`src/rtl/peripheral_mpi_arbiter_pkg.sv`:
```
`default_nettype none
// +--------------------------------------------------------------------------+
// | peripheral_mpi_arbiter_pkg : shared types/constants for the MPI arbiter  |
// | Revision : 1.0                                                           |
// +--------------------------------------------------------------------------+
package peripheral_mpi_arbiter_pkg;

    typedef enum logic [1:0] {
        IDLE   = 2'd0,
        ACCESS = 2'd1,
        RESP   = 2'd2
    } state_e;

    localparam int MPI_AW = 14;
    localparam int MPI_DW = 16;

    localparam logic [1:0] WE_READ = 2'b00;

endpackage
`default_nettype wire

```
`src/rtl/peripheral_mpi_rr_picker.sv`:
```
`default_nettype none
// +--------------------------------------------------------------------------+
// | peripheral_mpi_rr_picker : combinational cyclic first-set finder         |
// | Revision : 1.0                                                           |
// +--------------------------------------------------------------------------+
module peripheral_mpi_rr_picker #(
    parameter int N  = 4,
    parameter int IW = $clog2(N)
) (
    input  logic [N-1:0]  valid,
    input  logic [IW-1:0] start,
    output logic          found,
    output logic [IW-1:0] winner
);

    localparam int            IW1 = IW + 1;
    localparam logic [IW:0]   N_W = IW1'(N);

    logic [2*N-1:0] dbl;
    logic [N-1:0]   rot;
    logic [IW-1:0]  off;
    logic [IW:0]    sum;

    // Doubling the vector turns the cyclic search into a plain shifted window.
    assign dbl = {valid, valid};

    always_comb begin
        rot   = '0;
        found = 1'b0;
        off   = '0;
        sum   = '0;
        for (int i = 0; i < N; i++) begin
            rot[i] = dbl[{1'b0, start} + IW1'(i)];
        end
        for (int i = N - 1; i >= 0; i--) begin
            if (rot[i]) begin
                found = 1'b1;
                off   = IW'(i);
            end
        end
        sum = {1'b0, start} + {1'b0, off};
        if (sum >= N_W) begin
            sum = sum - N_W;
        end
        winner = sum[IW-1:0];
    end

endmodule
`default_nettype wire

```
`src/rtl/peripheral_mpi_arbiter.sv`:
```
`default_nettype none
// +--------------------------------------------------------------------------+
// | peripheral_mpi_arbiter : round-robin sharing of one MPI peripheral port  |
// | Revision : 1.0                                                           |
// +--------------------------------------------------------------------------+
module peripheral_mpi_arbiter
    import peripheral_mpi_arbiter_pkg::*;
#(
    parameter int NUM_REQ  = 4,
    parameter int AW       = MPI_AW,
    parameter int DW       = MPI_DW,
    parameter int LOCK_MAX = 8
) (
    input  logic                       mclk,
    input  logic                       puc_rst_n,
    input  logic [NUM_REQ-1:0]         req_valid,
    input  logic [NUM_REQ-1:0]         req_lock,
    input  logic [NUM_REQ*AW-1:0]      req_addr,
    input  logic [NUM_REQ*DW-1:0]      req_din,
    input  logic [NUM_REQ*2-1:0]       req_we,
    output logic [NUM_REQ-1:0]         req_ready,
    output logic [NUM_REQ-1:0]         rsp_valid,
    output logic [DW-1:0]              rsp_dout,
    output logic [AW-1:0]              per_addr,
    output logic [DW-1:0]              per_din,
    output logic                       per_en,
    output logic [1:0]                 per_we,
    input  logic [DW-1:0]              per_dout,
    output logic                       busy,
    output logic [$clog2(NUM_REQ)-1:0] owner
);

    localparam int              IW       = $clog2(NUM_REQ);
    localparam int              HW       = $clog2(LOCK_MAX + 1);
    localparam logic [HW-1:0]   LOCK_LIM = HW'(LOCK_MAX - 1);
    localparam logic [IW-1:0]   LAST     = IW'(NUM_REQ - 1);

    state_e         state_q,    state_d;
    logic [IW-1:0]  rr_ptr_q,   rr_ptr_d;
    logic [IW-1:0]  owner_q,    owner_d;
    logic [HW-1:0]  hold_cnt_q, hold_cnt_d;
    logic [AW-1:0]  addr_q,     addr_d;
    logic [DW-1:0]  din_q,      din_d;
    logic [1:0]     we_q,       we_d;

    logic           pick_found;
    logic [IW-1:0]  pick_winner;
    logic           arb;
    logic           locked;
    logic           grant;
    logic [IW-1:0]  gnt_idx;

    peripheral_mpi_rr_picker #(
        .N      (NUM_REQ)
    ) u_picker (
        .valid  (req_valid),
        .start  (rr_ptr_q),
        .found  (pick_found),
        .winner (pick_winner)
    );

    always_ff @(posedge mclk or negedge puc_rst_n) begin
        if (!puc_rst_n) begin
            state_q    <= IDLE;
            rr_ptr_q   <= '0;
            owner_q    <= '0;
            hold_cnt_q <= '0;
            addr_q     <= '0;
            din_q      <= '0;
            we_q       <= '0;
        end else begin
            state_q    <= state_d;
            rr_ptr_q   <= rr_ptr_d;
            owner_q    <= owner_d;
            hold_cnt_q <= hold_cnt_d;
            addr_q     <= addr_d;
            din_q      <= din_d;
            we_q       <= we_d;
        end
    end

    always_comb begin
        state_d    = IDLE;
        rr_ptr_d   = rr_ptr_q;
        owner_d    = owner_q;
        hold_cnt_d = hold_cnt_q;
        addr_d     = addr_q;
        din_d      = din_q;
        we_d       = we_q;
        req_ready  = '0;
        grant      = 1'b0;
        gnt_idx    = pick_winner;

        // Gating with reset keeps req_ready quiet while the arbiter is held.
        arb    = puc_rst_n && ((state_q == IDLE) || (state_q == RESP));
        locked = (state_q == RESP) && req_lock[owner_q] && req_valid[owner_q]
                 && (hold_cnt_q < LOCK_LIM);

        if (state_q == ACCESS) begin
            state_d = RESP;
        end

        if (arb) begin
            if (locked) begin
                grant      = 1'b1;
                gnt_idx    = owner_q;
                hold_cnt_d = hold_cnt_q + HW'(1);
            end else begin
                hold_cnt_d = '0;
                if (pick_found) begin
                    grant    = 1'b1;
                    gnt_idx  = pick_winner;
                    rr_ptr_d = (pick_winner == LAST) ? '0 : pick_winner + IW'(1);
                end
            end
            if (grant) begin
                req_ready[gnt_idx] = 1'b1;
                owner_d            = gnt_idx;
                addr_d             = req_addr[gnt_idx*AW +: AW];
                din_d              = req_din[gnt_idx*DW +: DW];
                we_d               = req_we[gnt_idx*2 +: 2];
                state_d            = ACCESS;
            end
        end
    end

    always_comb begin
        rsp_valid = '0;
        if (state_q == RESP) begin
            rsp_valid[owner_q] = 1'b1;
        end
    end

    assign per_en   = (state_q == ACCESS);
    assign per_addr = per_en ? addr_q : '0;
    assign per_din  = per_en ? din_q  : '0;
    assign per_we   = per_en ? we_q   : '0;
    assign rsp_dout = ((state_q == RESP) && (we_q == WE_READ)) ? per_dout : '0;
    assign busy     = (state_q != IDLE);
    assign owner    = owner_q;

endmodule
`default_nettype wire

```
`config.mk`:
```
export PLATFORM = sky130hd
export DESIGN_NAME = peripheral_mpi_arbiter
export DESIGN_NICKNAME = d
export VERILOG_FILES = /design/src/rtl/peripheral_mpi_arbiter_pkg.sv /design/src/rtl/peripheral_mpi_rr_picker.sv /design/src/rtl/peripheral_mpi_arbiter.sv
export SDC_FILE = /design/constraint.sdc
export NUM_CORES = 1
export LEC_CHECK = 0
export BUFFER_PORTS_ARGS = -buffer_cell sky130_fd_sc_hd__buf_4
export CORE_MARGIN = 4
export CORE_UTILIZATION = 35
export DETAILED_ROUTE_END_ITERATION = 12
export PLACE_DENSITY_LB_ADDON = 0.05
export SYNTH_ARGS = -nofsm -noshare
export SYNTH_HDL_FRONTEND = slang
export SYNTH_SLANG_ARGS = --single-unit
```
`constraint.sdc`:
```
create_clock -name mclk -period 9.3 [get_ports mclk]
set_clock_uncertainty 0.05 [all_clocks]
set_input_delay 1.395 -clock mclk [delete_from_list [all_inputs] [get_ports mclk]]
set_output_delay 1.395 -clock mclk [all_outputs]
set_load 0.01 [all_outputs]
```
==> results.md <==
- Status: completed
- Post-CTS setup buffers: 0
- Dpl cell area: 4981 sq um
- Share of the yosys chip area belonging to registers: 0.3143
- Post-layout min period: 5377 ps
- Final wirelength: 10.30 mm
- Worst min-delay path category: flip-flop to flip-flop
- Biggest area consumer among synthesized cells: dfrtp_1
- Final Util: 0.5453
- Worst Hold End: din_q[0]$_DFFE_PN0P_
- Fin Setup TNS: 0 ps
- Antenna diodes: 0
- Rows: 35
- Rel. slew slack: 0.4311
- Grt ovf: 0
- Number of remaining DRC errors: 0
- Placed Cells: 646
- Die height: 105.8 um
- Worst slack, placed: 3936 ps
- I/O pin count: 214
- CTS tree: built
- Worst hold path startpoint: din_q[0]$_DFFE_PN0P_
- Vias in the first global route: 3303
- Hold_buf cts: 0
- Share of cells above drive strength 1: 0.5115
- Htree depth: 2
- Worst reg-to-reg path cell count: 12
- Slowest CP cell: mux4_2
- Worst-skew pair later-pin latency: 280 ps
- Yosys cell types: 45
- Crit-path cells: buf_4 -> mux4_2 -> a22oi_1 -> o21ai_1 -> ha_1 -> nand2b_1 -> a21boi_1 -> a311oi_2 -> nand3_2 -> o21a_1 -> nor3_1 -> buf_4
- Post-synthesis register bit count: 42
- Crit Path Class: input port to output port
- Crit path buf inv count: 2
- Reg2reg start: rr_ptr_q[0]$_DFFE_PN0P_
- Layout Cells excl Fill: 653
- Nets: 681
- Clock Path Buffers: 2
- Setup ws final: 3923 ps
- Avg Cell Area, Syn: 10.39 sq um
- Total Die Area: 11180 sq um
- R2R setup slack: 5500 ps
- Post-Syn Area: 3344 sq um
- RSZ-0062 raised after global routing: false
- Pleak: 2.578 nW
- Syn Nets: 479
- Hold Violations, Final: 0
- Vias per inst: 4.983
- Initial antenna violation count: 0
- Top-area cell type share of the netlist area: 0.3143
- Gpl congestion: 0.7736
- Grt met2 use: 0.3046
- DP Wirelength: 7.939 mm
- Synth top cells by count: mux2i_1 (65), and2_1 (48), nand2_1 (44)
- Delay-heaviest family, CP: compound AO/OA/AOI/OAI gates
- EDFF count, synth: 0
- Worst Max-Slew Pin Slew: 853.3 ps
- Root buf cell: clkbuf_8
- Port Buffers: 213
- Gr busiest metal: met2
- Slew Limit Fails: 0
- GRT Total Usage: 0.1756
- Design area: 5062 sq um
- Async SR Flop Fraction: 1.000
- CP Capture Type: output port
- Die W: 105.8 um
- CP max stage delay: 520 ps
- Global-route wire length before repair: 16.19 mm
- Largest net degree at the start of global routing: 45
- Pwr dens: 288.8 nW/um^2
- # resized after CTS: 0
- Maximum VDD drop: 0.1768 mV
- Hold WS: 436.0 ps
- Period Utilization, post-route: 0.5782
- Crit start category: input port
- Core area: 9284 sq um
- Vias: 3254
- Layout area overhead: 51.37%
- Worst hold stages: 2
- Mapped Cells: 322
- CTS buffer count: 5
- Largest cells by area after synthesis: dfrtp_1 (31%), mux2i_1 (19%), o221ai_2 (13%)
- Synth warn: 0
- Initial core utilization: 0.3602
- CP required: 7860 ps
- Tot Pwr: 1.462 mW
- Most used DFF post-synth: dfrtp_1
- Final setup violation count: 0
- Drt wl/cell: 15.78 um
- CP most frequent cell: buf_4
- CTS sink count: 42
- Reg clk slew, reported paths: 70 ps
- CP max FO: 7
- Max-capacitance violation count: 0
- Crit path DAT: 3930 ps
- Most common cell in the netlist: mux2i_1
- M1 GR Usage: 0.2180
- Met3 usage: 0.05266
- Fmax achieved: 186.0 MHz
- Final ANT Viol Nets: 0
- Capturing point of the worst reg2reg path: din_q[2]$_DFFE_PN0P_
- DR iter-0 viols: 123
- Pre-antenna DRT Iters: 4
==> cell usage in the layout (no fill, tap or decap), types with 3 or more instances in the layout <==
cell	n
dfrtp_1	42
nor2_1	4
o221ai_2	30
buf_4	217
inv_1	4
clkbuf_8	5
nand3_1	3
ha_1	3
a21oi_1	3
nor2b_1	3
and2_1	48
nand2b_1	3
mux2i_1	65
nor3_1	3
nand2_1	44
and3_1	5
o21ai_1	6
==> report_power, final <==
part	total (mW)	switching [mW]	internal (mW)
sequential	0.317	0.0543	0.263
clock	0.111	0.0594	0.0518
combinational	1.03	0.543	0.491
==> layer usage <==
layer	vias to the layer above	wire length, um
met1	1536	4112
met3	7	868
met2	124	5244
met5	-	0
li1	1587	-
met4	0	77
==> sequential cells by signal, summed over array words and instances, names as in the netlist <==
signal / count
hold_cnt_q: 4
we_q: 2
rr_ptr_q: 2
owner: 2
state_q: 2
din_q: 16
addr_q: 14
==> layout make-up <==
cell class              instances  area (sq um)
flip-flops and latches         42          1051
fillers                       842          4222
repair buffers                217          1629
multi-input cells             253          2126
inverters                       5         18.77
clock buffers                   7         76.32
well taps                     129         161.4
==> tightest hold or removal path, stage by stage (launching register included) <==
cell and delay (ps):
dfrtp_1 340, nand2_1 60, o221ai_2 50
==> worst max-delay path by stage <==
stage | from | end | slack (ps) | depth (start not counted)
2_1_floorplan | req_valid[0] | req_ready[1] | 4320 | 9
3_3_place_gp | req_valid[0] | req_ready[1] | 4010 | 11
3_5_place_dp | req_valid[0] | req_ready[1] | 3940 | 11
4_1_cts | req_valid[0] | req_ready[1] | 3930 | 11
5_1_grt | req_valid[3] | req_ready[1] | 3650 | 12
6_report | req_valid[0] | req_ready[1] | 3920 | 12
==> cells by family after synthesis <==
logic type                 after synthesis  synth area share
adders and majority gates                3           0.01122
AOI/OAI and AO/OA                       55            0.2009
muxes                                   69            0.2181
xor gates and xnor gates                 1          0.002619
buffers and inverters                   27           0.05312
and+or+nand+nor                        125            0.1998
DFF                                     42            0.3143
(Power assumes the default switching activity.)
